--- config.mk ---
export PLATFORM = sky130hd
export DESIGN_NAME = stk_ram_ctrl_flat
export DESIGN_NICKNAME = d
export VERILOG_FILES = /design/src/rtl/stk_ram_ctrl_if.sv /design/src/rtl/stk_ram_ctrl.sv /design/src/flat_wrapper.sv
export SDC_FILE = /design/constraint.sdc
export NUM_CORES = 1
export LEC_CHECK = 0
export CAP_MARGIN = 20
export CORE_ASPECT_RATIO = 2
export CORE_MARGIN = 4
export CORE_UTILIZATION = 33
export CTS_CLUSTER_SIZE = 14
export DETAILED_ROUTE_END_ITERATION = 8
export GPL_TIMING_DRIVEN = 0
export PLACE_DENSITY = 0.77
export REMOVE_ABC_BUFFERS = 1
export SETUP_SLACK_MARGIN = 0.2
export SYNTH_ARGS = -nofsm -noshare
export SYNTH_HDL_FRONTEND = slang
export SYNTH_SLANG_ARGS = --single-unit
--- constraint.sdc ---
create_clock -name clk -period 2.9 [get_ports clk]
set_clock_uncertainty 0.15 [all_clocks]
set_input_delay 0.58 -clock clk [delete_from_list [all_inputs] [get_ports clk]]
set_output_delay 0.58 -clock clk [all_outputs]
set_load 0.05 [all_outputs]
--- src/rtl/stk_ram_ctrl_if.sv ---
// stk_ram_ctrl_if: command/response handshake bundle for the stack engine.
//   cmd_vld/cmd_op/cmd_dat/cmd_rdy : one command at a time, accepted on vld&rdy
//   rsp_vld/rsp_dat/rsp_err/rsp_rdy: one response per accepted command
// master = requester (drives commands, sinks responses), slave = stack engine.
interface stk_ram_ctrl_if #(
  parameter int W = 32
);
  logic         cmd_vld;
  logic [1:0]   cmd_op;
  logic [W-1:0] cmd_dat;
  logic         cmd_rdy;
  logic         rsp_vld;
  logic         rsp_rdy;
  logic [W-1:0] rsp_dat;
  logic         rsp_err;

  modport master (
    output cmd_vld, cmd_op, cmd_dat, rsp_rdy,
    input  cmd_rdy, rsp_vld, rsp_dat, rsp_err
  );

  modport slave (
    input  cmd_vld, cmd_op, cmd_dat, rsp_rdy,
    output cmd_rdy, rsp_vld, rsp_dat, rsp_err
  );
endinterface

--- src/rtl/stk_ram_ctrl.sv ---
// stk_ram_ctrl: LIFO stack whose storage lives in an external single-port
// synchronous RAM. One command in flight; every accepted command gets exactly
// one response.
// Ports:
//   clk, rst             : clock, synchronous active-high reset
//   bus (slave)          : command/response handshake (see stk_ram_ctrl_if)
//   ram_en/ram_wen       : RAM strobe / write enable, only in the accept cycle
//   ram_addr/ram_din     : RAM address / write data (0 when idle)
//   ram_dout             : RAM read data, valid the cycle after a read strobe
//   cnt/full/empty       : registered occupancy 0..N and its flags
module stk_ram_ctrl #(
  parameter  int W  = 32,
  parameter  int N  = 256,
  localparam int AW = $clog2(N)
) (
  input  logic          clk,
  input  logic          rst,
  stk_ram_ctrl_if.slave bus,
  output logic          ram_en,
  output logic          ram_wen,
  output logic [AW-1:0] ram_addr,
  output logic [W-1:0]  ram_din,
  input  logic [W-1:0]  ram_dout,
  output logic [AW:0]   cnt,
  output logic          full,
  output logic          empty
);

  typedef enum logic [1:0] {IDLE, POP_WAIT, RSP} state_t;

  localparam logic [1:0]  OP_PUSH = 2'b01;
  localparam logic [1:0]  OP_POP  = 2'b10;
  localparam logic [1:0]  OP_CLR  = 2'b11;
  localparam logic [AW:0] CNT_ONE = (AW+1)'(1);
  localparam logic [AW:0] CNT_MAX = (AW+1)'(N);

  state_t        state_q, state_d;
  logic [AW:0]   cnt_q, cnt_d;
  logic [W-1:0]  dat_q, dat_d;
  logic          err_q, err_d;

  assign cnt   = cnt_q;
  assign full  = (cnt_q == CNT_MAX);
  assign empty = (cnt_q == '0);

  assign bus.cmd_rdy = (state_q == IDLE);
  assign bus.rsp_vld = (state_q == RSP);
  assign bus.rsp_dat = dat_q;
  assign bus.rsp_err = err_q;

  always_ff @(posedge clk) begin
    if (rst) begin
      state_q <= IDLE;
      cnt_q   <= '0;
      dat_q   <= '0;
      err_q   <= 1'b0;
    end else begin
      state_q <= state_d;
      cnt_q   <= cnt_d;
      dat_q   <= dat_d;
      err_q   <= err_d;
    end
  end

  always_comb begin
    state_d  = state_q;
    cnt_d    = cnt_q;
    dat_d    = dat_q;
    err_d    = err_q;
    ram_en   = 1'b0;
    ram_wen  = 1'b0;
    ram_addr = '0;
    ram_din  = '0;
    unique case (state_q)
      IDLE: if (bus.cmd_vld) begin
        // response fields are fixed at accept; POP overwrites data in POP_WAIT
        dat_d   = '0;
        err_d   = 1'b0;
        state_d = RSP;
        case (bus.cmd_op)
          OP_PUSH: begin
            if (!full) begin
              ram_en   = 1'b1;
              ram_wen  = 1'b1;
              ram_addr = cnt_q[AW-1:0];
              ram_din  = bus.cmd_dat;
              cnt_d    = cnt_q + CNT_ONE;
            end else begin
              err_d = 1'b1;
            end
          end
          OP_POP: begin
            if (!empty) begin
              ram_en   = 1'b1;
              // low AW bits wrap correctly at cnt==N (top entry is N-1)
              ram_addr = cnt_q[AW-1:0] - AW'(1);
              cnt_d    = cnt_q - CNT_ONE;
              state_d  = POP_WAIT;
            end else begin
              err_d = 1'b1;
            end
          end
          OP_CLR:  cnt_d = '0;
          default: err_d = 1'b1;
        endcase
      end
      POP_WAIT: begin
        dat_d   = ram_dout;
        state_d = RSP;
      end
      RSP: if (bus.rsp_rdy) state_d = IDLE;
      default: state_d = IDLE;
    endcase
  end

endmodule

--- src/flat_wrapper.sv ---
// flat-port wrapper written by rule: the top's interface ports become plain ports
module stk_ram_ctrl_flat 
#(
  parameter  int W  = 32,
  parameter  int N  = 256,
  localparam int AW = $clog2(N)
)
  (clk, rst, ram_en, ram_wen, ram_addr, ram_din, ram_dout, cnt, full, empty, bus_cmd_vld, bus_cmd_op, bus_cmd_dat, bus_rsp_rdy, bus_cmd_rdy, bus_rsp_vld, bus_rsp_dat, bus_rsp_err);
  stk_ram_ctrl_if #(.W(W)) bus_i ();
  input  logic clk;
  input  logic rst;
  output logic ram_en;
  output logic ram_wen;
  output logic [AW-1:0] ram_addr;
  output logic [W-1:0] ram_din;
  input  logic [W-1:0] ram_dout;
  output logic [AW:0] cnt;
  output logic full;
  output logic empty;
  input wire logic [$bits(bus_i.cmd_vld)-1:0] bus_cmd_vld;
  input wire logic [$bits(bus_i.cmd_op)-1:0] bus_cmd_op;
  input wire logic [$bits(bus_i.cmd_dat)-1:0] bus_cmd_dat;
  input wire logic [$bits(bus_i.rsp_rdy)-1:0] bus_rsp_rdy;
  output wire logic [$bits(bus_i.cmd_rdy)-1:0] bus_cmd_rdy;
  output wire logic [$bits(bus_i.rsp_vld)-1:0] bus_rsp_vld;
  output wire logic [$bits(bus_i.rsp_dat)-1:0] bus_rsp_dat;
  output wire logic [$bits(bus_i.rsp_err)-1:0] bus_rsp_err;
  assign bus_i.cmd_vld = bus_cmd_vld;
  assign bus_i.cmd_op = bus_cmd_op;
  assign bus_i.cmd_dat = bus_cmd_dat;
  assign bus_i.rsp_rdy = bus_rsp_rdy;
  assign bus_cmd_rdy = bus_i.cmd_rdy;
  assign bus_rsp_vld = bus_i.rsp_vld;
  assign bus_rsp_dat = bus_i.rsp_dat;
  assign bus_rsp_err = bus_i.rsp_err;
  stk_ram_ctrl #(.W(W), .N(N)) u_core (.clk(clk), .rst(rst), .bus(bus_i), .ram_en(ram_en), .ram_wen(ram_wen), .ram_addr(ram_addr), .ram_din(ram_din), .ram_dout(ram_dout), .cnt(cnt), .full(full), .empty(empty));
endmodule
; ---- Word-level counts from Yosys, hierarchy flattened
; Cells that the tools add are included.
[totals]
inputBits = 70
elab_cells = 55
regBits = 44
[classes]
n_eq_ne = 10
addsub = 3
muxes = 30
reduce_logical = 8
[ops]
columns = op, n
row1 = 32-bit 2-to-1 mux, 5
row2 = 32-bit one-hot mux with 2 select lines, 1
row3 = 8-bit 2-to-1 mux, 4
row4 = 9-bit one-hot mux with 3 select lines, 1
row5 = 9-bit 2-to-1 mux, 2
row6 = 8-bit one-hot mux with 2 select lines, 1
row7 = 9-bit by 1-bit adder with 9-bit output (second input constant), 1
row8 = 9-bit equality test (second input constant), 1
row9 = 9-bit logical NOT, 1
row10 = 1-bit 2-to-1 mux, 9
row11 = 9-bit by 1-bit subtractor with 9-bit output (second input constant), 1
row12 = 2-bit 2-to-1 mux, 4
row13 = 2-bit != test (second input constant), 4
row14 = 8-bit by 1-bit subtractor with 8-bit output (second input constant), 1
row15 = 2-bit equality test (second input constant), 3
row16 = 2-bit one-hot mux with 3 select lines, 1
row17 = 2-bit AND reduction, 3
row18 = 5-bit AND reduction, 1
row19 = 2-bit by 1-bit equality test with 1-bit output (second input constant), 2
row20 = 1-bit one-hot mux with 3 select lines, 1
row21 = 3-bit nonzero test, 1
row22 = 2-bit logical NOT, 1
row23 = 1-bit one-hot mux with 2 select lines, 1
row24 = 2-bit nonzero test, 1

; ---- Depth between registers and ports, before layout
; Gate-level depths: netlist (run 1).
[depth]
depth_word = 5
depth_mapped = 10

; ---- Least setup slack after synthesis (run 1)
; OpenSTA, ideal clock, no wires.
[synth_timing]
path_type = register to output
from = reg u_core.cnt_q[0] (netlist: u_core.cnt[0])
to = out ram_addr[7]
stages_incl_launch_ff = 10
path_slack_ns = -1.417
required_ns = 2.170
n_path_buf = 2
t_arrival_ns = 3.587
path_cell_list = dfxtp_1 clkbuf_1 inv_1 ha_1 or4b_1 buf_6 nor3_1 nor2_1 o311ai_0 a31oi_1
[synth_via]
elab_chain_len = 5
[synth_rtl]
columns = item, line
row1 = from (decl), stk_ram_ctrl.sv:38  ; logic [AW:0] cnt_q, cnt_d;
row2 = from (signal assigned), stk_ram_ctrl.sv:59  ; cnt_q <= cnt_d;
row3 = 9-bit logical NOT, stk_ram_ctrl.sv:44  ; assign empty = (cnt_q == '0);
row4 = named net empty, flat_wrapper.sv:19  ; output logic empty;
row5 = 8-bit 2-to-1 mux, stk_ram_ctrl.sv:93  ; if (!empty) begin
row6 = 8-bit one-hot mux with 2 select lines, stk_ram_ctrl.sv:80  ; case (bus.cmd_op)
row7 = 8-bit 2-to-1 mux, stk_ram_ctrl.sv:75  ; IDLE: if (bus.cmd_vld) begin
row8 = 8-bit 2-to-1 mux, stk_ram_ctrl.sv:74  ; unique case (state_q)
row9 = to (decl), flat_wrapper.sv:14  ; output logic [AW-1:0] ram_addr;
; The timed path passes the listed nets, and every way through them passes these cells.

; ---- Worst setup path after layout (run 1)
[layout_timing]
from = reg u_core.cnt_q[0] (netlist: u_core.cnt[0])
to = out ram_din[17]
[layout_via]
elab_chain_len = 5
[layout_rtl]
columns = item, line
row1 = 9-bit equality test, stk_ram_ctrl.sv:43  ; assign full = (cnt_q == CNT_MAX);
row2 = 32-bit 2-to-1 mux, stk_ram_ctrl.sv:82  ; if (!full) begin
row3 = 32-bit 2-to-1 mux, stk_ram_ctrl.sv:80
row4 = 32-bit 2-to-1 mux, stk_ram_ctrl.sv:75
row5 = 32-bit 2-to-1 mux, stk_ram_ctrl.sv:74
row6 = to (decl), flat_wrapper.sv:15  ; output logic [W-1:0] ram_din;
; Every way passes these cells.

==> results.toml, run 1 <==
[logic_synthesis]
syn_inst = 306
synth_warnings = 0
synth_cell_type_count = 47
synth_seq_cells = 44
synthArstFlopShare_pct = 0
syn_avg_cell_area_sq_um = 8.112
synth_edf_count = 0
synth_ff_type = "dfxtp_1"
netlist_area_sq_mm = 0.002482
ys_seq_area_share_pct = 35.48

[setup_path]
crit_path_end_kind = "primary output"
crit_arrival_ns = 2.28
path_class = "flip-flop to primary output"
crit_required_ns = 2.17
timing.rr.start = "u_core.cnt[0]"
ff2ff_path_depth = 10
timing.rr.end = "u_core.bus.rsp_err"
path_max_fanout = 8
cp-start-kind = "flip-flop"
reg2reg_slack_ns = 0.29

[power_and_ir_drop]
power.total_mw = 2.007
p_switching_mw = 0.6822
power.share.combinational_pct = 39.3
switching_share_pct = 34.00
leakagePower_nw = 1.954
irDropWorstVdd_uv = 433.3
powerDensity_mw_per_mm2 = 392.4
seq_power_share_pct = 32.1
p_int_mw = 1.325
p_clk_share_pct = 28.6

[hold_path]
whs_endpoint = "u_core.bus.rsp_dat[6]"
min_path_type = "flip-flop to flip-flop"
hold_depth = 2
worstHoldStart = "u_core.bus.rsp_dat[6]"

[route]
dr.pass1.iters = 4
wl_per_cell_microns = 18.87
vias_per_cell = 5.430
final_antenna_net_count = 0
finalWirelength_microns = 10720
initialDrtViolationCount = 232
vias = 3084
drcViolationCount = 0

[finish]
multiInputGateArea_sq_mm = 0.001852
fill_cells = 520
drive_above_1_share_pct = 33.82
seqCellArea_sq_um = 889.6
finish.utilization_pct = 69.84
num_antenna_cells = 0
area_growth_pct = 106.0
nNetsFinal = 558

[sta]
clock.fmax_ghz = 0.3324
hold_viol = 0
fin_crit_sh_pct = 103.7
rsz0062_at_grt = "true"
slew_viol_final = 0
slew_headroom_pct = 42.90
fin_ws_ns = -0.1085
setup_viol = 34
whs_ns = 0.3613
min_period_ns = 3.008
worst_pin_slew_ns = 0.8565

[clock_tree]
cts_root_buf = "clkbuf_16"
clock_latency_ns = 0.28
cts_tree = "yes"
cts_buffers = 5
htreeDepth = 2
clock_sinks = 44
clk_pin_slew_ns = 0.06
clock_path_buffers = 2

[placed_design]
hpwlAfterDp_microns = 6377
portBuffers = 157
gp_congestion = 0.7576

[status]
violations = "setup timing"
status = "finished with violations"

[global_route]
grt_pass1_wl_microns = 16850
grt_max_degree = 47
grt_pass1_vias = 3293
grtUsageTotal_pct = 23.16
antenna_found_initial = 0
grt_overflow_total = 0

[floorplanning]
die_w_microns = 69.33
core-area_sq_mm = 0.007322
die_h_microns = 130.7
design.die.area_sq_mm = 0.009058
io_pins = 158
rows = 44
start_util_pct = 33.90

[run]
drv_cap = 0
## what timing repair did
action,4_1_cts,5_1_grt
endpoints found under the setup margin,53,51
pin swaps,31,14
gates resized for setup,396,25
hold buffers,0,0
buffers inserted,15,5
gates cloned,5,1
## cells in the final DEF, fill, tap and decap left out, drive strengths merged, types with 9 or more instances in the layout
cell type,instances
a22oi,32
ha,12
nor2,58
dfxtp,44
and3,33
a21oi,18
clkdlybuf4s50,110
buf,74
o21ai,9
## per-layer routing
layer / vias up / GRT usage (%) / wire length [microns]
met3: 30 / 5.054 / 561
met5: - / 0 / 0
met1: 1468 / 21.83 / 3618
met2: 139 / 46.11 / 6176
met4: 0 / 11.51 / 361
li1: 1447 / - / -
## power groups by stage
stage               sequential (mW)  combinational (mW)  clock [mW]
finish                        0.645               0.788       0.574
global route                  0.646               0.829       0.615
CTS                           0.641               0.721       0.598
detailed placement            0.659               0.563           0
global placement              0.656               0.540           0
floorplan                     0.700               0.272           0
## kinds of logic after synthesis
group	after synthesis	share of synthesized area [%]
and+or+nand+nor	131	27.27
AOI/OAI and AO/OA	80	22.78
DFF	44	35.48
buffers and inverters	33	5.746
adders and majority gates	13	6.855
xor gates and xnor gates	3	1.059
muxes	2	0.8065
## cell usage after synthesis (2+ instances only)
cell type  count  area (sq um)
a21oi_1       17         85.08
xor2_1         2         17.52
nor2_1        58         217.7
inv_1          7         26.28
o21bai_1       3         22.52
nor2b_1        3         18.77
a211oi_1       4         30.03
a21o_1         2         15.01
a31oi_1        2         12.51
nand3b_1       3         22.52
nor3b_1        2         15.01
mux2i_1        2         20.02
nor3_1         7         35.03
nand2b_1       2         12.51
ha_1          12         150.1
a22oi_1       32         240.2
and3_1        33         206.5
dfxtp_1       44         880.8
buf_1          2         7.510
or3_1          3         18.77
and2_1         2         12.51
nor4_1         2         12.51
o21ai_0        9         45.04
nand2_1        7         26.28
or4_1          3         22.52
clkbuf_1      20         75.07
buf_6          2         22.52
o41ai_1        2         17.52
## area by class of cell
| type | instances | area share, % |
|---|---|---|
| Clock inverter | 2 | 0.2936 |
| Sequential cell | 44 | 17.40 |
| Inverter | 8 | 0.6362 |
| Tap cell | 92 | 2.251 |
| Multi-Input combinational cell | 230 | 36.21 |
| Clock buffer | 6 | 2.716 |
| Timing Repair Buffer | 186 | 40.49 |
## how the worst max path moves through the flow
stage                  startpoint          end  slack [ns]
floorplan           u_core.cnt[0]  ram_addr[2]       -1.90
global placement    bus_cmd_op[1]  ram_addr[3]       -2.83
detailed placement  bus_cmd_op[0]  ram_addr[7]       -1.27
CTS                 u_core.cnt[1]   ram_din[4]       -0.09
global route        u_core.cnt[0]  ram_addr[4]       -0.17
finish              u_core.cnt[0]  ram_din[17]       -0.11
## critical path: stages, from the launching register on
cell and delay, ns:
dfxtp_4 0.35, inv_2 0.06, ha_4 0.12, or4b_4 0.53, nor2_4 0.14, a21boi_4 0.07
buf_12 0.17, buf_12 0.13, buf_16 0.13, and3_4 0.15, buf_8 0.14
## registers in the layout, summed over array words and instances (netlist names)
register            count
u_core.state_q          2
u_core.bus.rsp_err      1
u_core.cnt              9
u_core.bus.rsp_dat     32
## metrics by stage
step / area (sq um) / TNS [ns] / setup WS [ns] / instances
final: 5114 / -1.687 / -0.1085 / 568
after CTS: 4949 / -1.273 / -0.09474 / 562
after detailed placement: 4128 / -39.63 / -1.273 / 534
after global routing: 5114 / -3.881 / -0.1703 / 568
after floorplan: 2370 / -60.49 / -1.904 / 281
after global placement: 4056 / -129.91 / -2.831 / 530
Note: power is estimated with default switching activity, not from simulation.
==> run 2: changes to the inputs <==
Settings changed: CTS_CLUSTER_DIAMETER set to 60, MAX_ROUTING_LAYER set to met4.
==> results.toml, run 2 (synthesized netlist as in run 1, its figures left out) <==
[route]
vias_per_cell = 5.465
finalWirelength_microns = 10690
dr.pass1.iters = 4
initialDrtViolationCount = 246
drcViolationCount = 0
final_antenna_net_count = 0
vias = 3104
wl_per_cell_microns = 18.83

[sta]
worst_pin_slew_ns = 0.8468
setup_viol = 34
setup-tns-final_ns = -1.838
hold_viol = 0
whs_ns = 0.3617
clock.fmax_ghz = 0.3317
rsz0062_at_grt = "true"
fin_ws_ns = -0.1149
slew_viol_final = 0
fin_crit_sh_pct = 104.0
min_period_ns = 3.015
slew_headroom_pct = 43.55

[power_and_ir_drop]
irDropWorstVdd_uv = 432.9
powerDensity_mw_per_mm2 = 392.5
p_switching_mw = 0.6827
leakagePower_nw = 1.954
p_clk_share_pct = 28.7
switching_share_pct = 34.01
p_int_mw = 1.325
seq_power_share_pct = 32.1
power.share.combinational_pct = 39.2

[setup_path]
crit_arrival_ns = 2.28
crit_path_end_kind = "primary output"
path_cells = "inv_2, ha_4, or4b_4, nor2_4, a21boi_4, buf_12, buf_12, buf_16, and3_4, buf_8"
crit_slowest_cell = "or4b_4"
crit_path_frequent_cell = "buf_12"
cp-start-kind = "flip-flop"
path_class = "flip-flop to primary output"
crit_buf_inv = 5
critical-path-max-stage-delay_ns = 0.53
crit_required_ns = 2.17
path_delay_family = "simple AND/OR/NAND/NOR gates"
path_max_fanout = 8

[placed_design]
hpwlAfterDp_microns = 6377
gp_congestion = 0.7676
portBuffers = 157

[clock_tree]
htreeDepth = 2
clk_pin_slew_ns = 0.06
cts_buffers = 5
ctsHoldBuffers = 0
clock_path_buffers = 2
cts_root_buf = "clkbuf_16"
clock_sinks = 44
clock_latency_ns = 0.28
cts_tree = "yes"

[global_route]
antenna_found_initial = 0
grt_pass1_wl_microns = 16840
grt_pass1_vias = 3284
grtUsageTotal_pct = 23.83
grt_max_degree = 47
grt_overflow_total = 0

[hold_path]
min_path_type = "flip-flop to flip-flop"

[finish]
largest_register_ffs = 32
nNetsFinal = 558
final_common_cell = "clkdlybuf4s50_1"
seqCellArea_sq_um = 889.6
final_cell_mix = "clkdlybuf4s50_1, nor2_1, dfxtp_1"
num_antenna_cells = 0
drive_above_1_share_pct = 33.82
fill_cells = 520
area_growth_pct = 106.0
multiInputGateArea_sq_mm = 0.001852

[run]
drv_cap = 0

[floorplanning]
die_w_microns = 69.33
core-area_sq_mm = 0.007322
design.die.area_sq_mm = 0.009058
die_h_microns = 130.7
rows = 44
io_pins = 158
start_util_pct = 33.90

[status]
status = "finished with violations"
violations = "setup timing"
-- run 2: power by group through the flow --
stage / Clock [mW] / Combinational [mW] / Sequential [mW]
detailed placement: 0 / 0.563 / 0.659
global placement: 0 / 0.540 / 0.656
floorplan: 0 / 0.272 / 0.700
finish: 0.576 / 0.787 / 0.644
CTS: 0.598 / 0.721 / 0.641
global route: 0.615 / 0.829 / 0.646
-- run 2: repair_timing --
item,4_1_cts,5_1_grt
endpoints found under the hold margin,0,0
buffers inserted,15,5
resized for setup,396,25
setup endpoints to repair,53,51
pin swaps,31,14
cloned,5,1
-- run 2: worst paths after layout --
| kind | cells past startpoint | from | slack [ns] | to |
|---|---|---|---|---|
| max | 10 | u_core.cnt[0] | -0.11 | ram_din[29] |
| min | 2 | u_core.bus.rsp_dat[6] | 0.36 | u_core.bus.rsp_dat[6] |
| max reg2reg | 10 | u_core.cnt[0] | 0.32 | u_core.bus.rsp_err |
| min reg2reg | 2 | u_core.bus.rsp_dat[6] | 0.36 | u_core.bus.rsp_dat[6] |
-- run 2: area by class of cell --
cell class              count  area share, %
clock buffers               6          2.716
clock inverters             2         0.2936
inverters                   8         0.6362
multi-input cells         230          36.21
flip-flops and latches     44          17.40
well taps                  92          2.251
repair buffers            186          40.49
-- run 2: through the flow --
stage	cell area [sq um]	util, %	instances	setup slack, ns	total power, mW
after floorplan	2370	-	281	-1.904	0.9714
after detailed placement	4128	56.37	534	-1.273	1.222
after global placement	4056	55.40	530	-2.831	1.196
final	5114	69.84	568	-0.1149	2.007
after CTS	4949	67.58	562	-0.09474	1.960
after global routing	5114	69.84	568	-0.1702	2.090
-- run 2: routing by layer --
layer | track usage (%) | up-vias | routed length [microns]
li1 | - | 1449 | -
met1 | 22.54 | 1465 | 3667
met2 | 45.95 | 158 | 6078
met3 | 4.058 | 32 | 557
met4 | 11.51 | 0 | 390
met5 | - | - | 0
-- run 2: worst min-delay path, delay by kind of cell, from the launching register on --
kind	cells	cell delay, ns
compound gates	1	0.08
simple gates	1	0.08
flops	1	0.32
==> run 3: changes to the inputs <==
--- a/config.mk
+++ b/config.mk
@@ -12,3 +12,3 @@
 export CTS_CLUSTER_DIAMETER = 60
-export CTS_CLUSTER_SIZE = 14
+export CTS_CLUSTER_SIZE = 8
 export DETAILED_ROUTE_END_ITERATION = 8
==> constraint.sdc (replaced) <==
create_clock -name clk -period 2.9 [get_ports clk]
set_clock_uncertainty 0.15 [all_clocks]
set_input_delay 0.435 -clock clk [delete_from_list [all_inputs] [get_ports clk]]
set_output_delay 0.435 -clock clk [all_outputs]
set_load 0.05 [all_outputs]
==> results.toml, run 3 (synthesized netlist as in run 1, its figures left out) <==
[finish]
final_cell_mix = "clkdlybuf4s50_1, nor2_1, dfxtp_1"
nNetsFinal = 559
final_cells = 569
drive_above_1_share_pct = 32.49
area_growth_pct = 103.5
fill_cells = 537
finish.utilization_pct = 69.00
num_antenna_cells = 0
largest_register_ffs = 32
final_common_cell = "clkdlybuf4s50_1"

[route]
dr.pass1.iters = 4
finalWirelength_microns = 10350
final_antenna_net_count = 0
initialDrtViolationCount = 179
vias_per_cell = 5.453
wl_per_cell_microns = 18.19
drcViolationCount = 0
vias = 3103

[setup_path]
crit_arrival_ns = 2.32
path_max_fanout = 7
reg2reg_slack_ns = 0.42
crit_path_end_kind = "primary output"
timing.rr.start = "u_core.cnt[0]"
cp-start-kind = "flip-flop"
crit_required_ns = 2.32
cp-endpoint = "ram_din[2]"
ff2ff_path_depth = 7
timing.rr.end = "u_core.cnt[8]"
crit_start = "u_core.cnt[1]"
path_class = "flip-flop to primary output"

[global_route]
grt_overflow_total = 0
grt_pass1_vias = 3215
antenna_found_initial = 0
grt_max_degree = 47
grtUsageTotal_pct = 22.00
grt_pass1_wl_microns = 15650

[placed_design]
hpwlAfterDp_microns = 6377
dp.cells = 534
gp_congestion = 0.7676
portBuffers = 157
place_ws_ns = -0.9827

[run]
drv_cap = 0

[hold_path]
min_path_type = "flip-flop to flip-flop"
worstHoldStart = "u_core.bus.rsp_dat[26]"

[clock_tree]
clock_path_buffers = 2
cts_tree = "yes"
clock_latency_ns = 0.29
cts_root_buf = "clkbuf_16"
clock_sinks = 44
clk_pin_slew_ns = 0.06
cts_buffers = 5
htreeDepth = 2

[power_and_ir_drop]
irDropWorstVdd_uv = 425.9
power.total_mw = 1.995
leakagePower_nw = 1.946
powerDensity_mw_per_mm2 = 395.0

[floorplanning]
rows = 44
die_w_microns = 69.33
io_pins = 158
start_util_pct = 33.90
die_h_microns = 130.7
design.die.area_sq_mm = 0.009058
core-area_sq_mm = 0.007322

[sta]
clock.fmax_ghz = 0.3441
slew_headroom_pct = 43.30
hold_viol = 0
setup_viol = 3
slew_viol_final = 0
worst_pin_slew_ns = 0.8506
min_period_ns = 2.906
fin_crit_sh_pct = 100.2
fin_ws_ns = -0.005880
rsz0062_at_grt = "true"

[status]
violations = "setup timing"
status = "finished with violations"
[run 3: changes by cell type in the layout (fill, tap and decap cells not counted), moves of 3 or more]
cell | previous run | this run
and3_1 | 3 | 8
and3_4 | 30 | 25
buf_12 | 5 | 2
buf_2 | 4 | 1
buf_4 | 16 | 22
buf_6 | 29 | 24
buf_8 | 17 | 22
nor2_2 | 4 | 1
nor2_4 | 1 | 5
[run 3: cell type report]
class,count,area [sq um],area share [%]
clock buffer,6,138.9,2.749
tap,92,115.1,2.278
sequential,44,888.4,17.58
inverter,8,33.78,0.6686
timing repair buffer,188,2054,40.66
multi-input combinational,229,1807,35.76
clock inverter,2,15.01,0.2972
[run 3: metrics by stage]
step           area, sq um  setup TNS (ns)  hold WS (ns)
3_3_place_gp          4056         -114.03        0.3313
4_1_cts               4795               0        0.3544
6_report              5052       -0.006828        0.3627
3_5_place_dp          4128          -28.28        0.3401
2_1_floorplan         2370          -54.21        0.3474
5_1_grt               5052         -0.7996        0.3952
[run 3: how the worst min path moves through the flow]
stage                     depth (start not counted)                     end  slack [ns]
final                                             2  u_core.bus.rsp_dat[26]        0.36
after global routing                              2  u_core.bus.rsp_dat[25]        0.40
after CTS                                         2      u_core.bus.rsp_err        0.35
after detailed placement                          2      u_core.bus.rsp_err        0.34
after global placement                            2      u_core.bus.rsp_err        0.33
after floorplan                                   1           u_core.cnt[7]        0.35
[run 3: routing by layer]
layer	global-route usage [%]	vias up	routed length, microns
met5	-	-	0
met4	9.551	0	348
met3	2.986	26	422
met2	44.82	132	6045
met1	19.71	1492	3532
li1	-	1453	-
[run 3: repair_timing]
item,in CTS,in global routing
endpoints found under the setup margin,53,45
setup buffers,16,7
hold endpoints to repair,0,0
hold buffers,0,0
pin swaps,17,27
cloned,3,1
gates resized for setup,362,49
[run 3: power by group]
part / internal (mW) / switching, mW
sequential: 0.620 / 0.0239
combinational: 0.359 / 0.417
clock: 0.342 / 0.233
[run 3: worst max-delay path, cell delays in order, from the launching register on]
cell	delay (ns)
dfxtp_4	0.34
inv_2	0.06
ha_4	0.13
or4b_4	0.54
nor2_4	0.18
a21boi_4	0.12
bufbuf_16	0.31
and3_1	0.20
buf_6	0.16
